--- src/rtl/alu_mc.sv ---
// ---------------------------------------------------------------------------
// alu_mc : multi-cycle ALU.
// Single-cycle ops (logic, add/sub, compare, shifts, pass) complete one cycle
// after accept. MUL uses a shift-add loop that consumes one multiplier bit
// per cycle and completes WIDTH+1 cycles after accept.
//
// Ports
//   clk    : clock, all state on rising edge
//   rst_n  : asynchronous active-low reset
//   start  : request, accepted when start=1 and busy=0
//   op     : operation code, captured at accept
//   X, Y   : operands A and B, captured at accept
//   r      : registered result, held until the next completion
//   zero   : registered, 1 when r == 0
//   err    : registered, 1 when the completed op code was undefined
//   busy   : 1 while a multiply is in progress
//   done   : one-cycle pulse, first cycle a new result is visible
// ---------------------------------------------------------------------------
module alu_mc #(
  parameter int unsigned WIDTH = 32
) (
  input  logic             clk,
  input  logic             rst_n,
  input  logic             start,
  input  logic [3:0]       op,
  input  logic [WIDTH-1:0] X,
  input  logic [WIDTH-1:0] Y,
  output logic [WIDTH-1:0] r,
  output logic             zero,
  output logic             err,
  output logic             busy,
  output logic             done
);

  // WIDTH is expected to be a power of two in 8..64.
  localparam int unsigned SHW = $clog2(WIDTH);
  // Counter must hold the value WIDTH itself.
  localparam int unsigned CW  = SHW + 1;

  localparam logic [3:0] OP_AND  = 4'd0;
  localparam logic [3:0] OP_OR   = 4'd1;
  localparam logic [3:0] OP_ADD  = 4'd2;
  localparam logic [3:0] OP_SLL  = 4'd3;
  localparam logic [3:0] OP_SRL  = 4'd4;
  localparam logic [3:0] OP_SRA  = 4'd5;
  localparam logic [3:0] OP_SUB  = 4'd6;
  localparam logic [3:0] OP_SLT  = 4'd7;
  localparam logic [3:0] OP_MUL  = 4'd8;
  localparam logic [3:0] OP_NOR  = 4'd12;
  localparam logic [3:0] OP_PASS = 4'd15;

  typedef enum logic [1:0] {
    ST_IDLE = 2'd0,
    ST_MUL  = 2'd1,
    ST_DONE = 2'd2
  } state_t;

  state_t           r_state;
  state_t           w_state_nxt;

  logic [WIDTH-1:0] r_result;
  logic             r_zero;
  logic             r_err;
  logic             r_busy;
  logic             r_done;
  logic [WIDTH-1:0] r_mcand;
  logic [WIDTH-1:0] r_mplr;
  logic [WIDTH-1:0] r_acc;
  logic [CW-1:0]    r_cnt;

  logic [WIDTH-1:0] w_result_nxt;
  logic             w_zero_nxt;
  logic             w_err_nxt;
  logic             w_busy_nxt;
  logic             w_done_nxt;
  logic [WIDTH-1:0] w_mcand_nxt;
  logic [WIDTH-1:0] w_mplr_nxt;
  logic [WIDTH-1:0] w_acc_nxt;
  logic [CW-1:0]    w_cnt_nxt;

  logic             w_accept;
  logic             w_is_mul;
  logic             w_cnt_last;
  logic [SHW-1:0]   w_shamt;
  logic [WIDTH-1:0] w_alu_res;
  logic             w_alu_err;
  logic [WIDTH-1:0] w_step;

  // DONE accepts like IDLE; only MUL blocks a request.
  assign w_accept   = start && (r_state != ST_MUL);
  assign w_is_mul   = (op == OP_MUL);
  assign w_cnt_last = (r_cnt == CW'(1));
  assign w_shamt    = Y[SHW-1:0];

  // One shift-add step: add the shifted multiplicand when the current Y bit is set.
  assign w_step = r_mplr[0] ? (r_acc + r_mcand) : r_acc;

  // Single-cycle result, taken straight from the inputs at the accept edge.
  always_comb begin
    w_alu_res = '0;
    w_alu_err = 1'b0;
    case (op)
      OP_AND:  w_alu_res = X & Y;
      OP_OR:   w_alu_res = X | Y;
      OP_ADD:  w_alu_res = X + Y;
      OP_SUB:  w_alu_res = X - Y;
      OP_SLT:  w_alu_res = WIDTH'(X < Y);
      OP_NOR:  w_alu_res = ~(X | Y);
      OP_PASS: w_alu_res = X;
      OP_SLL:  w_alu_res = X << w_shamt;
      OP_SRL:  w_alu_res = X >> w_shamt;
      OP_SRA:  w_alu_res = WIDTH'($signed(X) >>> w_shamt);
      OP_MUL:  w_alu_res = '0;
      default: w_alu_err = 1'b1;
    endcase
  end

  // State register.
  always_ff @(posedge clk or negedge rst_n) begin
    if (!rst_n) begin
      r_state <= ST_IDLE;
    end else begin
      r_state <= w_state_nxt;
    end
  end

  // Next-state logic.
  always_comb begin
    w_state_nxt = r_state;
    case (r_state)
      ST_IDLE, ST_DONE: begin
        if (w_accept) begin
          w_state_nxt = w_is_mul ? ST_MUL : ST_DONE;
        end else begin
          w_state_nxt = ST_IDLE;
        end
      end
      ST_MUL: begin
        if (w_cnt_last) begin
          w_state_nxt = ST_DONE;
        end
      end
      default: w_state_nxt = ST_IDLE;
    endcase
  end

  // Output and datapath next values; everything holds unless updated here.
  always_comb begin
    w_result_nxt = r_result;
    w_zero_nxt   = r_zero;
    w_err_nxt    = r_err;
    w_mcand_nxt  = r_mcand;
    w_mplr_nxt   = r_mplr;
    w_acc_nxt    = r_acc;
    w_cnt_nxt    = r_cnt;
    w_busy_nxt   = (w_state_nxt == ST_MUL);
    w_done_nxt   = (w_state_nxt == ST_DONE);
    case (r_state)
      ST_IDLE, ST_DONE: begin
        if (w_accept) begin
          if (w_is_mul) begin
            w_mcand_nxt = X;
            w_mplr_nxt  = Y;
            w_acc_nxt   = '0;
            w_cnt_nxt   = CW'(WIDTH);
          end else begin
            w_result_nxt = w_alu_res;
            w_zero_nxt   = (w_alu_res == '0);
            w_err_nxt    = w_alu_err;
          end
        end
      end
      ST_MUL: begin
        w_acc_nxt   = w_step;
        w_mcand_nxt = {r_mcand[WIDTH-2:0], 1'b0};
        w_mplr_nxt  = {1'b0, r_mplr[WIDTH-1:1]};
        w_cnt_nxt   = r_cnt - CW'(1);
        if (w_cnt_last) begin
          w_result_nxt = w_step;
          w_zero_nxt   = (w_step == '0);
          w_err_nxt    = 1'b0;
        end
      end
      default: ;
    endcase
  end

  // Datapath and output registers.
  always_ff @(posedge clk or negedge rst_n) begin
    if (!rst_n) begin
      r_result <= '0;
      r_zero   <= 1'b1;
      r_err    <= 1'b0;
      r_busy   <= 1'b0;
      r_done   <= 1'b0;
      r_mcand  <= '0;
      r_mplr   <= '0;
      r_acc    <= '0;
      r_cnt    <= '0;
    end else begin
      r_result <= w_result_nxt;
      r_zero   <= w_zero_nxt;
      r_err    <= w_err_nxt;
      r_busy   <= w_busy_nxt;
      r_done   <= w_done_nxt;
      r_mcand  <= w_mcand_nxt;
      r_mplr   <= w_mplr_nxt;
      r_acc    <= w_acc_nxt;
      r_cnt    <= w_cnt_nxt;
    end
  end

  assign r    = r_result;
  assign zero = r_zero;
  assign err  = r_err;
  assign busy = r_busy;
  assign done = r_done;

endmodule
--- config.mk ---
export PLATFORM = sky130hd
export DESIGN_NAME = alu_mc
export DESIGN_NICKNAME = d
export VERILOG_FILES = /design/src/rtl/alu_mc.sv
export SDC_FILE = /design/constraint.sdc
export NUM_CORES = 1
export LEC_CHECK = 0
export ABC_AREA = 1
export CAP_MARGIN = 20
export CORE_MARGIN = 8
export CORE_UTILIZATION = 57
export DETAILED_ROUTE_END_ITERATION = 6
export PLACE_DENSITY = 0.8
export RECOVER_POWER = 25
export SETUP_SLACK_MARGIN = 0.2
export SLEW_MARGIN = 25
export SYNTH_ARGS = -nofsm -noshare
export SYNTH_HDL_FRONTEND = slang
export SYNTH_SLANG_ARGS = --single-unit
--- constraint.sdc ---
create_clock -name clk -period 2.3 [get_ports clk]
set_input_delay 0.345 -clock clk [delete_from_list [all_inputs] [get_ports clk]]
set_output_delay 0.345 -clock clk [all_outputs]
set_load 0.03 [all_outputs]
==> metrics.csv, run 1 <==
metric;value;unit
outcome;aborted with a tool error;
Stop stage;5_1_grt;
First Error;[ERROR GRT-0116] Global routing finished with congestion. Check the congestion regions in the DRC Viewer.;
area leader, netlist;nand2_1;
pre-CTS setup slack;-1.34;ns
Syn Nets;3626;
number of global-route vias before repair;34600;
overflow left after global routing;251;
dpl cells;4449;
io pins;107;
cell count after synthesis;3414;
Die Wd;199;um
CTS Buffer Depth;2;
sequential area share after synthesis;18.3;%
FF+latch count, synth;140;
Post-Syn Area;19100;sq um
H-Tree Level Count;4;
GRT Total Usage;69.9;%
Die H;199;um
post-DP HPWL;71500;um
Area after DPL;25100;sq um
post-synth top area share;22.1;%
number of synthesized flops with an enable pin;0;
Clock Tree Root;clkbuf_16;
top cells by area, synth;nand2_1, dfrtp_1, nand3_1;
ys async rst share;100;%
cts bufs inserted;17;
Mean Syn Cell Area;5.60;sq um
IO buf count;106;
yosys warns;0;
Core Rows;67;
Top FF cell, synth;dfrtp_1;
first-pass GRT wire length;215000;um
unique cell type count in the Yosys netlist;54;
RePlAce Congestion;1.22;
pin count of the biggest net entering global routing;83;
initial core utilization;57.5;%
clk sinks;140;
metrics by stage:
| step | setup TNS [ns] | hold slack (ns) |
|---|---|---|
| 2_1_floorplan | -0.116 | 0.0494 |
| 3_3_place_gp | -33.15 | 0.282 |
| 3_5_place_dp | -38.72 | 0.288 |
| 4_1_cts | -2.83 | 0.365 |
synth_stat cells, drive strengths merged, types with 3 or more instances:
| cell type | n |
|---|---|
| fa | 3 |
| a21oi | 96 |
| buf | 78 |
| nor2 | 239 |
| nand4 | 41 |
| o22ai | 29 |
| o21ai | 148 |
| nand3b | 14 |
| a21boi | 4 |
| nand3 | 608 |
| o21bai | 10 |
| a221oi | 3 |
| a211oi | 3 |
| nor3 | 43 |
| dfrtp | 139 |
| nand2 | 1128 |
| inv | 497 |
| or2 | 9 |
| o211ai | 77 |
| nor4 | 4 |
| ha | 138 |
| clkbuf | 67 |
| o221ai | 12 |
| and2 | 4 |
| o311ai | 4 |
cell families after synthesis:
group,Yosys count,synth area share (%)
AO/OA/AOI/OAI,392,12.2
XOR/XNOR,4,0.183
adder cells (fa/ha/maj),141,9.34
buffers and inverters,644,13.3
flip-flops,140,18.3
AND/OR/NAND/NOR,2093,46.7
repair_timing:
action,in CTS
setup endpoints to repair,54
resized for setup,599
pin swaps,121
gates cloned,1
hold buffers,1
buffers inserted,71
endpoints found under the hold margin,37
metal layers:
metal  track usage, %  GRT overflow
met5             39.8             2
met4             65.5            91
met3             59.1             6
met2             84.2           143
met1             69.1             9
==> run 2: changes to the inputs <==
--- a/config.mk
+++ b/config.mk
@@ -8,11 +8,10 @@
 export ABC_AREA = 1
 export CAP_MARGIN = 20
 export CORE_MARGIN = 8
-export CORE_UTILIZATION = 57
+export CORE_UTILIZATION = 40
 export DETAILED_ROUTE_END_ITERATION = 6
-export PLACE_DENSITY = 0.8
+export PLACE_DENSITY_LB_ADDON = 0.15
 export RECOVER_POWER = 25
-export SETUP_SLACK_MARGIN = 0.2
 export SLEW_MARGIN = 25
 export SYNTH_ARGS = -nofsm -noshare
 export SYNTH_HDL_FRONTEND = slang
==> constraint.sdc (replaced) <==
create_clock -name clk -period 2.99 [get_ports clk]
set_input_delay 0.4485 -clock clk [delete_from_list [all_inputs] [get_ports clk]]
set_output_delay 0.4485 -clock clk [all_outputs]
set_load 0.03 [all_outputs]
==> metrics.csv, run 2 <==
metric;value;unit
DR pass1 iterations;7;
critical path startpoint category;primary input;
Layout Skew;0.0257;ns
crit path launch;Y[26];
cell count after synthesis;3414;
first-pass GRT wire length;152000;um
final setup fails;0;
pin count of the biggest net entering global routing;153;
number of global-route vias before repair;24800;
leading cell types in the layout, fill and taps excluded;nand2_1, buf_4, nand3_1, inv_1, nor2_1;
Min-Delay Startpoint;Y[7];
Die Wd;235;um
Static Leakage;0.0142;uW
CP bufs+invs;3;
reg2reg start;r_mcand[5];
post-synth top area share;22.1;%
Post-synth top cells;nand2_1, nand3_1, inv_1;
FF+latch count, synth;140;
sequential area share after synthesis;18.3;%
WHS Path Cells;4;
ys async rst share;100;%
Clk pin slew, worst setup/hold paths;0.08;ns
final hold vios;0;
DRT iter0 DRCs;3074;
crit path DAT;3.35;ns
cts bufs inserted;17;
maxcap violations;1;
clk sinks;140;
io pins;107;
pre-CTS setup slack;-0.947;ns
hold_ws;0.477;ns
initial antenna violation count;2;
CTS Buffer Depth;2;
share of layout cells above drive strength 1;21.2;%
top cells by area, synth;nand2_1, dfrtp_1, nand3_1;
f_max;343;MHz
Area after DPL;25200;sq um
Total Die Area;55100;sq um
IO buf count;106;
Min-Delay Path Class;primary input to flip-flop;
Die H;235;um
most frequent cell after synthesis;nand2_1;
Max stage delay cell, worst path;clkdlybuf4s50_1;
detailed-route DRC error count;0;
vias per cell;5.57;
worst hold path endpoint;r_mplr[7];
DRT Wirelength;103000;um
unique cell type count in the Yosys netlist;54;
via count;26000;
post-DP HPWL;85800;um
CP required;3.43;ns
most common cell after layout, fill and taps aside;nand2_1;
post-route cell area;26500;sq um
final worst path period need;2.91;ns
critical path fanouts, max;6;
worst vdd ir;382;uV
Mean Syn Cell Area;5.60;sq um
dpl cells;4625;
CP peak stage delay;0.55;ns
Crit path max-delay family;simple AND/OR/NAND/NOR gates;
GRT Total Usage;36.1;%
WP depth;20;
Area Overhead vs Synth;38.7;%
Reg2Reg Depth;18;
CP Cell Sequence;clkdlybuf4s50_1 -> inv_1 -> ha_1 -> buf_4 -> nand2_1 -> nor2_1 -> nand2_1 -> nor3_2 -> nand2_1 -> nand2_1 -> nand2_1 -> nand3_1 -> nand3_1 -> nor2_1 -> nand2_1 -> nor2_2 -> nand3_1 -> nand2_1 -> nand2_1 -> nand2_1;
number of synthesized flops with an enable pin;0;
area leader, netlist;nand2_1;
Worst-Skew Late Latency;0.49;ns
Syn Nets;3626;
Post-DRT Antenna Nets;0;
Worst-Margin Slew;1.94;ns
yosys warns;0;
Core Rows;80;
Post-Syn Area;19100;sq um
Crit Path Class;primary input to flip-flop;
initial core utilization;40.3;%
flop2flop setup slack;0.16;ns
final setup margin;0.0771;ns
Cell Pwr Density;434;nW/um^2
max-slew violation count;66;
Clock Tree Root;clkbuf_16;
slew margin rel.;-29.3;%
overflow left after global routing;0;
H-Tree Level Count;4;
RePlAce Congestion;1.07;
reg2reg end;zero;
failing checks;capacitance limit, slew limit;
critical path's most frequent cell;nand2_1;
CP Capture Type;flip-flop;
WL/cell;22.1;um
CTS tree;done;
Core ar.;47400;sq um
outcome;finished with violations;
Top FF cell, synth;dfrtp_1;
Final period util;97.4;%
Finished Layout Cells;4667;
final-stage net count;4249;
[run 2: cells by family (layout without fill, tap and decap cells)]
logic type / Yosys count / after routing / synth area share, %
xor gates and xnor gates: 4 / 4 / 0.183
AOI/OAI and AO/OA: 392 / 392 / 12.2
and+or+nand+nor: 2093 / 2093 / 46.7
buffers and inverters: 644 / 1280 / 13.3
other: 0 / 2 / 0
DFF: 140 / 140 / 18.3
adders and majority gates: 141 / 141 / 9.34
[run 2: how the worst max path moves through the flow]
stage / to / slack, ns
5_1_grt: zero / -0.06
3_3_place_gp: zero / -1.02
6_report: zero / 0.08
2_1_floorplan: zero / 0.09
3_5_place_dp: zero / -0.95
4_1_cts: zero / 0.001
[run 2: timing repair]
item	in CTS	in global routing
buffers inserted	1	6
hold buffers	1	0
pin swaps	2	21
hold endpoints to repair	1	0
gates resized for setup	37	153
endpoints found under the setup margin	3	12
[run 2: final cells by class]
class	count	area, sq um
fill	4876	20900
multi-input combinational	2630	13700
timing repair buffer	749	6030
sequential	140	3500
inverter	499	1880
tap	615	769
clock buffer	18	439
clock inverter	14	173
antenna	2	5.00
[run 2: metal layers]
layer	vias to the layer above	share of wire (%)	track usage [%]
met2	1358	44	56.5
met1	12000	41	45.2
met5	-	0	0
met3	303	7.9	5.93
li1	12300	-	-
met4	0	7.9	24.3
[run 2: where the power goes]
group / internal (uW) / leakage (uW) / switching (uW) / total [uW]
clock network: 1280 / 0.000296 / 1020 / 2300
registers: 2320 / 0.00177 / 428 / 2750
logic: 2480 / 0.0121 / 4000 / 6480
[run 2: per-stage QoR]
step | power, uW | util [%] | TNS [ns]
after floorplan | 5920 | - | 0
after global placement | 8750 | 53.2 | -10.97
after detailed placement | 8840 | 53.2 | -11.76
after CTS | 11200 | 54.7 | 0
after global routing | 12200 | 55.9 | -0.0570
final | 11500 | 55.9 | 0
[run 2: worst register-to-register path, stage by stage, from the launching register on]
cell and delay (ns):
dfrtp_1 0.41, ha_2 0.38, a21oi_1 0.13, buf_4 0.15, o21ai_1 0.24, nand2_1 0.16
nand3_2 0.16, nand3_1 0.10, nand2_1 0.09, nand2_1 0.05, nand3_1 0.06, nand2_1 0.12
nor2_2 0.16, nand3_1 0.09, nor2_2 0.12, nand3_2 0.13, nand2_1 0.11, nand2_1 0.05
nand2_1 0.06
(Power assumes the default switching activity.)
==> run 3: changes to the inputs <==
--- a/config.mk
+++ b/config.mk
@@ -6,12 +6,12 @@
 export NUM_CORES = 1
 export LEC_CHECK = 0
 export ABC_AREA = 1
-export CAP_MARGIN = 20
 export CORE_MARGIN = 8
 export CORE_UTILIZATION = 40
 export DETAILED_ROUTE_END_ITERATION = 6
 export PLACE_DENSITY_LB_ADDON = 0.15
 export RECOVER_POWER = 25
+export SKIP_CTS_REPAIR_TIMING = 1
 export SLEW_MARGIN = 25
 export SYNTH_ARGS = -nofsm -noshare
 export SYNTH_HDL_FRONTEND = slang
==> metrics.csv, run 3 (same netlist as run 2, synthesis figures left out) <==
metric;value;unit
GR met1 Demand/Resource;45.1;%
via count;25900;
worst vdd ir;383;uV
reg2reg start;r_mcand[12];
initial antenna violation count;1;
max-slew violation count;66;
pin count of the biggest net entering global routing;153;
vias per cell;5.56;
IO buf count;106;
io pins;107;
Clk pin slew, worst setup/hold paths;0.08;ns
post-DP HPWL;85800;um
crit path DAT;3.33;ns
Total Power;11500;uW
Crit Path Class;primary input to flip-flop;
share of layout cells above drive strength 1;21.1;%
Worst-Margin Slew;1.95;ns
Cell Pwr Density;434;nW/um^2
hold_ws;0.479;ns
CTS tree;done;
RePlAce Congestion;1.07;
CTS Buffer Depth;2;
cts bufs inserted;17;
final-stage net count;4249;
Static Leakage;0.0143;uW
DRT Wirelength;103000;um
detailed-route DRC error count;5;
Core ar.;47400;sq um
met2 Use GR;56.7;%
final setup fails;0;
WL/cell;22.1;um
critical path startpoint category;primary input;
DRT iter0 DRCs;2915;
Layout Skew;0.0341;ns
final worst path period need;2.88;ns
most common cell after layout, fill and taps aside;nand2_1;
Final period util;96.4;%
# fillers;4870;
Die Wd;235;um
failing checks;DRC, capacitance limit, slew limit;
critical path fanouts, max;3;
f_max;347;MHz
WHS Path Cells;4;
clk sinks;140;
final hold vios;0;
Total Die Area;55100;sq um
Reg2Reg Depth;20;
gr busiest metal;met2;
CP required;3.43;ns
Post-DRT Antenna Nets;0;
initial core utilization;40.3;%
CP Capture Type;flip-flop;
overflow left after global routing;0;
outcome;finished with violations;
Core Rows;80;
Min-Delay Startpoint;Y[18];
H-Tree Level Count;4;
Min-Delay Path Class;primary input to flip-flop;
GRT Total Usage;36.0;%
worst hold path endpoint;r_mplr[18];
Worst-Skew Late Latency;0.50;ns
maxcap violations;1;
flop2flop setup slack;0.19;ns
Die H;235;um
first-pass GRT wire length;152000;um
number of global-route vias before repair;24800;
Clock Tree Root;clkbuf_16;
met3 usage;5.98;%
slew margin rel.;-30.2;%
reg2reg end;zero;
DR pass1 iterations;7;
leading cell types in the layout, fill and taps excluded;nand2_1, buf_4, nand3_1, inv_1, nor2_1;
Area Overhead vs Synth;38.8;%
-- run 3: changes by cell type in the layout (fill, tap and decap cells not counted), sizes merged --
cell          delta
clkbuf           -1
diode            -1
dlymetal6s2s    +11
dlygate4sd2     -10
-- run 3: how the worst max path moves through the flow --
| stage | start | to | slack [ns] | depth (start not counted) |
|---|---|---|---|---|
| floorplan | Y[3] | zero | 0.09 | 22 |
| global placement | Y[4] | zero | -1.02 | 21 |
| detailed placement | Y[7] | zero | -0.95 | 21 |
| CTS | Y[7] | zero | -0.44 | 21 |
| global route | Y[12] | zero | -0.03 | 22 |
| finish | X[21] | zero | 0.11 | 21 |
-- run 3: final cells by class --
class                      count  area, sq um  share of cell area, %
tap                          615          769                   2.90
sequential                   140         3500                   13.2
inverter                     499         1880                   7.06
multi-input combinational   2630        13700                   51.6
timing repair buffer         749         6080                   22.9
antenna                        1         2.50                0.00942
clock buffer                  18          439                   1.65
clock inverter                14          173                  0.650
-- run 3: per-layer routing --
layer	up-vias	wire, um
met3	294	8680
met4	0	8180
met2	1351	45000
li1	12300	-
met1	11900	41500
met5	-	0
-- run 3: critical path: stages --
cell,delay (ns)
clkdlybuf4s50_1,0.48
buf_4,0.15
inv_2,0.07
ha_4,0.26
buf_4,0.16
nor2_1,0.14
inv_1,0.09
nor2_2,0.15
nand2_1,0.10
nor3_2,0.12
buf_4,0.12
nand2_1,0.05
nand3_1,0.10
nand2_1,0.09
nor3_2,0.19
nand3_1,0.13
nor2_1,0.17
nand3_1,0.10
nand2_1,0.07
nand2_1,0.05
nand2_1,0.06
-- run 3: stage by stage --
stage	area [sq um]	setup slack (ns)	setup TNS (ns)	util, %	instances
6_report	26600	0.109	0	56.0	4666
5_1_grt	26600	-0.0286	-0.0286	56.0	4666
4_1_cts	25800	-0.441	-0.621	54.5	4657
3_5_place_dp	25200	-0.947	-11.76	53.2	4625
3_3_place_gp	25200	-1.02	-10.97	53.2	4625
2_1_floorplan	19100	0.0940	0	-	3414
-- run 3: where the power goes --
group | switching, uW | total, uW | internal [uW]
Clock | 1020 | 2300 | 1280
Sequential | 427 | 2750 | 2320
Combinational | 3990 | 6470 | 2480
Total | 5440 | 11500 | 6080
